## config.mk

```make
export PLATFORM = sky130hd
export DESIGN_NAME = iter_seq_ctrl
export DESIGN_NICKNAME = d
export VERILOG_FILES = /design/src/rtl/iter_seq_ctrl.sv
export SDC_FILE = /design/constraint.sdc
export NUM_CORES = 1
export LEC_CHECK = 0
export BUFFER_PORTS_ARGS = -buffer_cell sky130_fd_sc_hd__buf_2
export CAP_MARGIN = 10
export CORE_ASPECT_RATIO = 0.75
export CORE_MARGIN = 4
export CORE_UTILIZATION = 35
export DETAILED_ROUTE_END_ITERATION = 8
export MAX_ROUTING_LAYER = met4
export PLACE_DENSITY = 0.72
export SETUP_SLACK_MARGIN = 0.1
export SYNTH_ARGS = -nofsm -noshare
export SYNTH_HDL_FRONTEND = slang
export SYNTH_SLANG_ARGS = --single-unit
export TNS_END_PERCENT = 50
```

## constraint.sdc

```tcl
create_clock -name clk -period 2.9 [get_ports clk]
set_clock_uncertainty 0.15 [all_clocks]
set_input_delay 0.29 -clock clk [delete_from_list [all_inputs] [get_ports clk]]
set_output_delay 0.29 -clock clk [all_outputs]
set_load 0.05 [all_outputs]
```

## src/rtl/iter_seq_ctrl.sv

```systemverilog
// Sequencer for an external loadable up-counter: takes an N-iteration job, pulses step_en per
// iteration and reports completion/abort. Optional stall input enabled by STEP_STALL_EN.
module iter_seq_ctrl #(
    parameter int WIDTH = 5
) (
    input  logic             clk,
    input  logic             rst_n,
    input  logic             start_valid,
    output logic             start_ready,
    input  logic [WIDTH-1:0] iter_cnt,
    input  logic             abort,
`ifdef STEP_STALL_EN
    input  logic             stall,
`endif
    output logic             cnt_load,
    output logic             cnt_enable,
    output logic [WIDTH-1:0] cnt_in,
    input  logic [WIDTH-1:0] cnt_value,
    output logic             step_en,
    output logic [WIDTH-1:0] step_idx,
    output logic             busy,
    output logic             done_valid,
    input  logic             done_ready,
    output logic             done_aborted,
    output logic [WIDTH-1:0] done_steps
);

    typedef enum logic [1:0] {
        IDLE = 2'd0,
        LOAD = 2'd1,
        RUN  = 2'd2,
        DONE = 2'd3
    } state_t;

    state_t           state_q, state_d;
    logic [WIDTH-1:0] n_q, n_d;
    logic             aborted_q, aborted_d;
    logic [WIDTH-1:0] steps_q, steps_d;
    logic             stall_w;
    logic             last_step;

`ifdef STEP_STALL_EN
    assign stall_w = stall;
`else
    assign stall_w = 1'b0;
`endif

    // n_q is nonzero whenever RUN is reached, so n_q-1 never underflows here
    assign last_step = (cnt_value == n_q - WIDTH'(1));

    always_ff @(posedge clk or negedge rst_n) begin
        if (!rst_n) begin
            state_q   <= IDLE;
            n_q       <= '0;
            aborted_q <= 1'b0;
            steps_q   <= '0;
        end else begin
            state_q   <= state_d;
            n_q       <= n_d;
            aborted_q <= aborted_d;
            steps_q   <= steps_d;
        end
    end

    always_comb begin
        state_d     = state_q;
        n_d         = n_q;
        aborted_d   = aborted_q;
        steps_d     = steps_q;
        start_ready = 1'b0;
        cnt_load    = 1'b0;
        cnt_enable  = 1'b0;
        cnt_in      = '0;
        step_en     = 1'b0;
        step_idx    = '0;
        done_valid  = 1'b0;
        case (state_q)
            IDLE: begin
                start_ready = 1'b1;
                if (start_valid) begin
                    n_d = iter_cnt;
                    if (iter_cnt == '0) begin
                        state_d   = DONE;
                        aborted_d = 1'b0;
                        steps_d   = '0;
                    end else begin
                        state_d = LOAD;
                    end
                end
            end
            LOAD: begin
                cnt_load = 1'b1;
                if (abort) begin
                    state_d   = DONE;
                    aborted_d = 1'b1;
                    steps_d   = '0;
                end else begin
                    state_d = RUN;
                end
            end
            RUN: begin
                step_idx = cnt_value;
                // abort outranks both the step and a stall; steps 0..cnt_value-1 are complete
                if (abort) begin
                    state_d   = DONE;
                    aborted_d = 1'b1;
                    steps_d   = cnt_value;
                end else if (!stall_w) begin
                    step_en    = 1'b1;
                    cnt_enable = 1'b1;
                    if (last_step) begin
                        state_d   = DONE;
                        aborted_d = 1'b0;
                        steps_d   = n_q;
                    end
                end
            end
            DONE: begin
                done_valid = 1'b1;
                if (done_ready) begin
                    state_d = IDLE;
                end
            end
            default: state_d = IDLE;
        endcase
    end

    assign busy         = (state_q != IDLE);
    assign done_aborted = aborted_q;
    assign done_steps   = steps_q;

endmodule

```

==> results.py, run 1 <==
metrics = {
    "floorplanning": {
        "core_um2": 2421,
        "rows": 15,
        "die_w_um": 67.75,
        "start_util_pct": 38.71,
        "die_h_um": 52.82,
        "die_area_um2": 3578,
        "pin_count": 37,
    },
    "setup_path": {
        "cp_max_fo": 6,
        "crit_path_start_kind": "flip-flop",
        "worstPathArrival_ns": 2.29,
        "cp_data_required_time_ns": 2.91,
        "ff2ff_setup_slack_ns": 0.62,
        "end_kind": "flip-flop",
        "critPathKind": "reg -> reg",
    },
    "final_layout": {
        "seq_area_um2": 325.3,
        "multi_input_area_um2": 534.3,
        "finish.utilization_pct": 46.56,
        "most-common-layout-cells": "31 x buf_2, 13 x dfrtp_1, 9 x inv_1",
        "fillers": 235,
        "area_growth_pct": 20.29,
        "mostFrequentLayoutCell": "buf_2",
        "diodes": 0,
        "drive_gt1_share_pct": 36.59,
        "nets": 144,
    },
    "detailed_routing": {
        "drc": 0,
        "final_antenna_net_count": 0,
        "dr.pass1.iters": 4,
        "via_count": 777,
        "vias_per_cell": 4.949,
        "drtIter0Drc": 52,
        "routed_wl_um": 2219,
        "avgRoutedWirePerCell_um": 14.13,
    },
    "run": {
        "cap_violations": 0,
    },
    "sta": {
        "rsz0062_at_grt": "false",
        "fin_hold_ws_ns": 0.1150,
        "fin_crit_sh_pct": 78.59,
        "min_period_ns": 2.279,
        "tns_ns": 0,
        "finalMaxSlewViolations": 0,
        "max_freq_mhz": 438.8,
        "setup_viol": 0,
        "hold_violations": 0,
    },
    "global_routing": {
        "grt_max_degree": 14,
        "antenna_found_initial": 0,
        "grt_pass1_vias": 795,
        "overflow": 0,
        "gr-usage-all-layers_pct": 13.75,
        "grt_pass1_wl_um": 3539,
    },
    "clock_network": {
        "cts.clk_slew.worst_paths_ns": 0.08,
        "clk_latency_ns": 0.27,
        "cts_setup_buffers": 0,
        "cts_buffers": 3,
        "cts_max_level": 1,
        "cts_resized": 0,
        "cts_tree": "built",
        "numClockSinks": 13,
        "cts.hold.buffers_added": 1,
        "cts_buffer_depth": 2,
        "cts_root_buf": "clkbuf_4",
    },
    "synth": {
        "synthDistinctLibCells": 32,
        "synthArstFlopShare_pct": 100.0,
        "synth_seq_cells": 13,
        "syn_inst": 90,
        "synth_edf_count": 0,
        "syn_area_um2": 937.1,
        "synth_seq_area_share_pct": 34.71,
        "yosysTopAreaCellShare_pct": 34.71,
        "syn_area_per_cell_um2": 10.41,
        "yosysTopAreaCell": "dfrtp_1",
        "netlist_top_cells_area": "dfrtp_1 35%, ha_1 6.7%, o2bb2ai_1 6.5%, mux2_2 6.0%, mux2i_1 5.3%",
        "yosys_warnings": 0,
        "synth_flop_cell": "dfrtp_1",
    },
    "outcome": {
        "status": "completed",
    },
    "placed_design": {
        "portBuffers": 31,
        "hpwl_um": 1818,
        "place.gp.congestion": 1.017,
    },
    "power_and_ir_drop": {
        "power_leakage_uw": 0.0005807,
        "vdd_drop_max_uv": 338.2,
        "power.density_nw_per_um2": 1254,
    },
    "min_path": {
        "hold_class": "in -> reg",
    },
}
-- layer usage --
layer	global-route usage, %	wire, um
met2	22.78	1037
met4	3.030	14
met3	3.219	143
met5	-	0
met1	16.97	1024
-- worst paths after layout --
path	to	start	cells past startpoint
worst max-delay path	done_steps[1]	n_q[0]	7
worst max register to register	done_steps[1]	n_q[0]	7
min in group asynchronous	done_steps[4]	rst_n	2
worst min-delay path	n_q[1]	iter_cnt[1]	2
max in group asynchronous	n_q[3]	rst_n	2
worst min register to register	done_steps[0]	done_steps[0]	1
-- flip-flops by register name, summed over array words and instances (netlist names) --
| signal | cells |
|---|---|
| n_q | 5 |
| state_q | 2 |
| done_aborted | 1 |
| done_steps | 5 |
-- critical path, stage by stage, from the launching register on --
cell	delay [ns]
dfrtp_1	0.43
inv_1	0.06
ha_1	0.24
xnor2_1	0.14
o2bb2ai_1	0.15
a2111oi_4	0.53
o21ai_1	0.27
o2bb2ai_1	0.19
-- through the flow --
| step | setup slack [ns] | power (uW) | instances | area (um2) |
|---|---|---|---|---|
| 3_5_place_dp | 0.6014 | 1309 | 152 | 1091 |
| 5_1_grt | 0.4267 | 1515 | 157 | 1127 |
| 6_report | 0.6210 | 1414 | 157 | 1127 |
| 4_1_cts | 0.5933 | 1427 | 157 | 1127 |
| 2_1_floorplan | 0.4892 | 1116 | 94 | 952.2 |
| 3_3_place_gp | 0.6654 | 1285 | 152 | 1091 |
-- synthesized netlist by cell type, types with 2 or more instances --
| cell type | n |
|---|---|
| dfrtp_1 | 13 |
| inv_1 | 9 |
| o2bb2ai_1 | 7 |
| buf_4 | 6 |
| and2_1 | 5 |
| ha_1 | 5 |
| mux2_2 | 5 |
| mux2i_1 | 5 |
| nand2_1 | 4 |
| xnor2_1 | 4 |
| a21oi_1 | 3 |
| nor2_1 | 2 |
| o211ai_1 | 2 |
| xor2_1 | 2 |
-- cells by family after synthesis --
group                    count (synthesis)  synth area share, %
adder cells (fa/ha/maj)                  5                6.676
XOR/XNOR                                 6                5.607
multiplexers                            10                11.35
AND/OR/NAND/NOR                         15                8.812
other                                    1               0.4001
flip-flops                              13                34.71
buffers and inverters                   16                9.879
AO/OA/AOI/OAI                           24                22.56
-- power breakdown --
| part | internal (uW) | total (uW) | switching, uW |
|---|---|---|---|
| Combinational | 310 | 952 | 643 |
| Clock | 53.3 | 112 | 58.4 |
| Sequential | 269 | 350 | 80.7 |
| Total | 632 | 1410 | 782 |
-- layout make-up --
class,count,area share (%)
repair buffers,32,14.65
flip-flops and latches,13,28.86
clock buffers,4,2.331
inverters,9,2.997
multi-input cells,65,47.39
well taps,34,3.774
No activity file was read; power rests on OpenSTA's default activity.
==> inputs of run 2 (changes only) <==
==> constraint.sdc (replaced) <==
create_clock -name clk -period 2.3 [get_ports clk]
set_clock_uncertainty 0.15 [all_clocks]
set_input_delay 0.23 -clock clk [delete_from_list [all_inputs] [get_ports clk]]
set_output_delay 0.23 -clock clk [all_outputs]
set_load 0.05 [all_outputs]
==> run 2 against run 1 <==
  * Register-to-register slack got worse by 0.45 ns
  * Hold slack got worse by 0.069 ns
  * Total power rose by 36%
  * Sequential share of layout area fell by 1.6 points
  * Largest cell class unchanged
  * Highest routed layer unchanged
==> results.py, run 2 (synthesized netlist as in run 1, its figures left out) <==
metrics = {
    "detailed_routing": {
        "drc": 0,
        "final_antenna_net_count": 0,
        "routed_wl_um": 2377,
        "dr.pass1.iters": 4,
        "topRoutingLayerUsed": "met4",
        "avgRoutedWirePerCell_um": 14.76,
        "drtIter0Drc": 29,
        "wl_met2_um": 1130,
        "wl_met3_um": 180,
        "vias_per_cell": 5.186,
        "via_count": 835,
        "drt-met1-wl_um": 1060,
    },
    "setup_path": {
        "cp_max_fo": 6,
        "end_kind": "flip-flop",
        "crit_path_start_kind": "flip-flop",
        "worstPathArrival_ns": 2.14,
        "critPathKind": "reg -> reg",
        "worstSetupStartpoint": "n_q[0]",
        "r2r_start": "n_q[0]",
        "cp_data_required_time_ns": 2.31,
    },
    "placed_design": {
        "dpl-instance-area_um2": 1101,
        "hpwl_um": 1827,
        "place.gp.congestion": 0.8784,
        "portBuffers": 31,
    },
    "floorplanning": {
        "start_util_pct": 38.71,
        "die_area_um2": 3578,
        "core_um2": 2421,
        "pin_count": 37,
        "rows": 15,
        "die_h_um": 52.82,
        "die_w_um": 67.75,
    },
    "global_routing": {
        "antenna_found_initial": 0,
        "grt_max_degree": 14,
        "grt_pass1_vias": 792,
        "grt_pass1_wl_um": 3594,
        "gr-usage-all-layers_pct": 14.16,
        "overflow": 0,
    },
    "final_layout": {
        "final_area_um2": 1195,
        "nets": 148,
        "most-common-layout-cells": "31 x buf_2, 13 x dfrtp_1, 9 x inv_1",
        "drive_gt1_share_pct": 44.88,
        "diodes": 0,
        "fillers": 222,
        "area_growth_pct": 27.50,
        "mostFrequentLayoutCell": "buf_2",
    },
    "clock_network": {
        "cts_root_buf": "clkbuf_4",
        "numClockSinks": 13,
        "cts_tree": "built",
        "clk_latency_ns": 0.28,
        "cts.clk_slew.worst_paths_ns": 0.08,
        "cts_max_level": 1,
        "cts_buffers": 3,
        "cts_buffer_depth": 2,
    },
    "sta": {
        "setup_viol": 0,
        "min_period_ns": 2.125,
        "fin_hold_ws_ns": 0.04621,
        "tns_ns": 0,
        "rsz0062_at_grt": "true",
        "finalMaxSlewViolations": 0,
        "max_freq_mhz": 470.7,
        "fin_crit_sh_pct": 92.38,
        "hold_violations": 0,
    },
    "power_and_ir_drop": {
        "power_leakage_uw": 0.0006032,
        "power_uw": 1924,
        "vdd_drop_max_uv": 397.3,
        "power.density_nw_per_um2": 1610,
    },
    "outcome": {
        "status": "completed",
    },
    "min_path": {
        "min_from": "iter_cnt[0]",
        "hold_class": "in -> reg",
    },
    "run": {
        "cap_violations": 0,
    },
}
[run 2: changes by cell type in the layout (fill, tap and decap cells not counted), moves of 3 or more]
cell	before	now
o2bb2ai_1	7	4
buf_4	0	4
o2bb2ai_2	0	3
ha_1	5	2
ha_2	0	3
[run 2: area by class of cell]
| type | instances | area (um2) | share of cell area (%) |
|---|---|---|---|
| clock buffer | 4 | 26.28 | 2.199 |
| inverter | 9 | 33.78 | 2.827 |
| multi-input combinational | 65 | 571.8 | 47.85 |
| sequential | 13 | 325.3 | 27.23 |
| tap | 34 | 42.54 | 3.560 |
| timing repair buffer | 36 | 195.2 | 16.34 |
[run 2: per-layer routing]
layer  track usage (%)  vias up
li1                  -      386
met1             19.04      413
met2             20.84       34
met3             3.219        2
met4             4.714        0
met5                 -        -
[run 2: per-stage QoR]
| step | utilization (%) | instances | worst slack, ns |
|---|---|---|---|
| finish | 49.35 | 161 | 0.1753 |
| global route | 49.35 | 161 | 0.07033 |
| CTS | 47.13 | 158 | 0.05581 |
| detailed placement | 45.48 | 153 | 0.05421 |
| global placement | 45.48 | 153 | 0.1342 |
| floorplan | - | 94 | 0.1253 |
[run 2: repair_timing]
item	4_1_cts	5_1_grt
pin swaps	0	6
endpoints found under the setup margin	7	10
cloned	0	0
endpoints found under the hold margin	13	0
hold buffers	1	0
resized for setup	1	6
setup buffers	0	3
[run 2: worst paths after layout]
check,cells past startpoint,to,slack (ns)
worst max-delay path,8,state_q[0],0.18
worst min-delay path,2,n_q[0],0.05
worst max register to register,8,state_q[0],0.18
worst min register to register,1,done_steps[4],0.35
max in group asynchronous,2,state_q[1],1.53
min in group asynchronous,2,state_q[0],0.23
[run 2: worst max-delay path, stage by stage, from the launching register on]
cell       delay [ns]
dfrtp_1          0.40
inv_1            0.07
ha_2             0.20
and3_1           0.18
o2bb2ai_2        0.07
a2111oi_4        0.53
buf_4            0.20
o211a_1          0.12
o21ai_0          0.08
[run 2: report_power, final]
part | internal [uW] | switching, uW
clock | 67.4 | 79.2
combinational | 466 | 860
sequential | 339 | 112
==> inputs of run 3 (changes only) <==
--- a/config.mk
+++ b/config.mk
@@ -5,10 +5,9 @@
 export SDC_FILE = /design/constraint.sdc
 export NUM_CORES = 1
 export LEC_CHECK = 0
-export BUFFER_PORTS_ARGS = -buffer_cell sky130_fd_sc_hd__buf_2
+export BUFFER_PORTS_ARGS = -buffer_cell sky130_fd_sc_hd__buf_4
 export CAP_MARGIN = 10
 export CORE_ASPECT_RATIO = 0.75
-export CORE_MARGIN = 4
 export CORE_UTILIZATION = 35
 export DETAILED_ROUTE_END_ITERATION = 8
 export MAX_ROUTING_LAYER = met4
==> run 3 against run 2 <==
  * Critical endpoint unchanged
  * Core utilization is 2.8 points higher
  * Sequential power hardly changed
  * Sequential cell count stayed put
  * Non-clock buffer count is 1 higher
  * Highest routed layer unchanged
  * Maximum frequency is 0.65% higher
  * Hold slack worse by 0.0049 ns
  * Routed wire length is 1.4% lower
  * Global-route usage is 3.3 points higher
  * Clock-buffer cell count stayed put
  * Register-to-register slack hardly changed
  * Clock power hardly changed
  * Sequential share of layout area is 1.5 points lower
==> results.py, run 3 (synthesized netlist as in run 1, its figures left out) <==
metrics = {
    "outcome": {
        "status": "completed",
    },
    "floorplanning": {
        "die_h_um": 46.82,
        "die_area_um2": 2891,
        "start_util_pct": 38.71,
        "die_w_um": 61.75,
        "pin_count": 37,
        "core_um2": 2421,
        "rows": 15,
    },
    "detailed_routing": {
        "avgRoutedWirePerCell_um": 14.47,
        "dr.pass1.iters": 4,
        "final_antenna_net_count": 0,
        "vias_per_cell": 5.068,
        "drc": 0,
        "routed_wl_um": 2344,
        "drtIter0Drc": 31,
        "via_count": 821,
    },
    "sta": {
        "fin_crit_sh_pct": 91.78,
        "hold_violations": 0,
        "layout_setup_ws_ns": 0.1891,
        "finalMaxSlewViolations": 0,
        "min_period_ns": 2.111,
        "fin_hold_ws_ns": 0.04127,
        "tns_ns": 0,
        "max_freq_mhz": 473.7,
        "setup_viol": 0,
        "rsz0062_at_grt": "false",
    },
    "final_layout": {
        "finish.utilization_pct": 52.20,
        "seq_area_um2": 325.3,
        "mostFrequentLayoutCell": "buf_4",
        "fillers": 218,
        "drive_gt1_share_pct": 41.41,
        "diodes": 0,
        "nets": 149,
        "most-common-layout-cells": "36 x buf_4, 13 x dfrtp_1, 9 x inv_1",
        "area_growth_pct": 34.85,
        "multi_input_area_um2": 555.5,
    },
    "global_routing": {
        "grt_pass1_vias": 729,
        "gr-usage-all-layers_pct": 17.48,
        "grt_max_degree": 14,
        "antenna_found_initial": 0,
        "overflow": 0,
        "grt_pass1_wl_um": 3422,
    },
    "setup_path": {
        "max_stage_delay_ns": 0.42,
        "crit_path_start_kind": "flip-flop",
        "slowest_stage": "a2111oi_4",
        "path_cells": "inv_1 -> ha_1 -> xnor2_1 -> o2bb2ai_1 -> a2111oi_4 -> buf_4 -> o211a_1 -> o21ai_0",
        "critPathKind": "reg -> reg",
        "reg2reg_depth": 8,
        "cp_max_fo": 4,
        "worstPathArrival_ns": 2.11,
        "cp_data_required_time_ns": 2.30,
        "end_kind": "flip-flop",
    },
    "power_and_ir_drop": {
        "power_leakage_uw": 0.0006178,
        "vdd_drop_max_uv": 535.9,
        "power.density_nw_per_um2": 1566,
    },
    "placed_design": {
        "hpwl_um": 1816,
        "place.gp.congestion": 0.8945,
        "portBuffers": 31,
        "preCtsSetupSlack_ns": 0.07648,
    },
    "run": {
        "cap_violations": 0,
    },
    "clock_network": {
        "clk_latency_ns": 0.28,
        "cts_root_buf": "clkbuf_4",
        "cts_tree": "built",
        "cts.clk_slew.worst_paths_ns": 0.08,
        "cts_buffers": 3,
        "numClockSinks": 13,
        "cts_buffer_depth": 2,
        "cts_max_level": 1,
    },
    "min_path": {
        "worstHoldPathCells": 2,
        "hold_class": "in -> reg",
    },
}
[run 3: layer usage]
| metal | vias up | global-route usage, % | part of all wire [%] | routed length, um |
|---|---|---|---|---|
| met5 | - | - | 0 | 0 |
| met4 | 0 | 4.000 | 0.81 | 19 |
| met3 | 2 | 4.132 | 5.9 | 138 |
| met2 | 42 | 25.38 | 45 | 1065 |
| met1 | 388 | 24.62 | 48 | 1121 |
| li1 | 389 | - | - | - |
[run 3: through the flow]
stage	total power (uW)	cells	cell area, um2
2_1_floorplan	1413	94	954.7
3_3_place_gp	1713	153	1179
3_5_place_dp	1750	153	1179
4_1_cts	1919	160	1230
5_1_grt	2089	162	1264
6_report	1980	162	1264
[run 3: cell type report]
| class | count | share of cell area (%) |
|---|---|---|
| Clock buffer | 4 | 2.079 |
| Inverter | 9 | 2.673 |
| Multi-Input combinational cell | 65 | 43.96 |
| Sequential cell | 13 | 25.74 |
| Tap cell | 34 | 3.366 |
| Timing Repair Buffer | 37 | 22.18 |
[run 3: report_power, final]
part | leakage, uW | switching (uW) | internal, uW | total, uW
logic | 0.000437 | 862 | 523 | 1380
registers | 0.000166 | 112 | 339 | 451
clock network | 0.0000150 | 76.6 | 67.3 | 144
[run 3: worst max-delay path: cells and delay by family (launching register included)]
family	cells	cell delay, ns
AO/OA/AOI/OAI	4	0.82
XOR/XNOR	1	0.14
adder cells (fa/ha/maj)	1	0.24
buffers and inverters	2	0.25
flip-flops	1	0.38
[run 3: timing repair]
action / in CTS / in global routing
endpoints found under the hold margin: 13 / 0
hold buffers: 1 / 0
endpoints found under the setup margin: 6 / 8
buffers inserted: 2 / 2
resized for setup: 0 / 3
pin swaps: 1 / 3
[run 3: worst paths after layout]
path,slack [ns],start,end
max,0.19,n_q[0],state_q[0]
min,0.04,iter_cnt[2],n_q[2]
max reg2reg,0.19,n_q[0],state_q[0]
min reg2reg,0.36,done_steps[1],done_steps[1]
max in group asynchronous,1.64,rst_n,n_q[0]
min in group asynchronous,0.19,rst_n,done_aborted
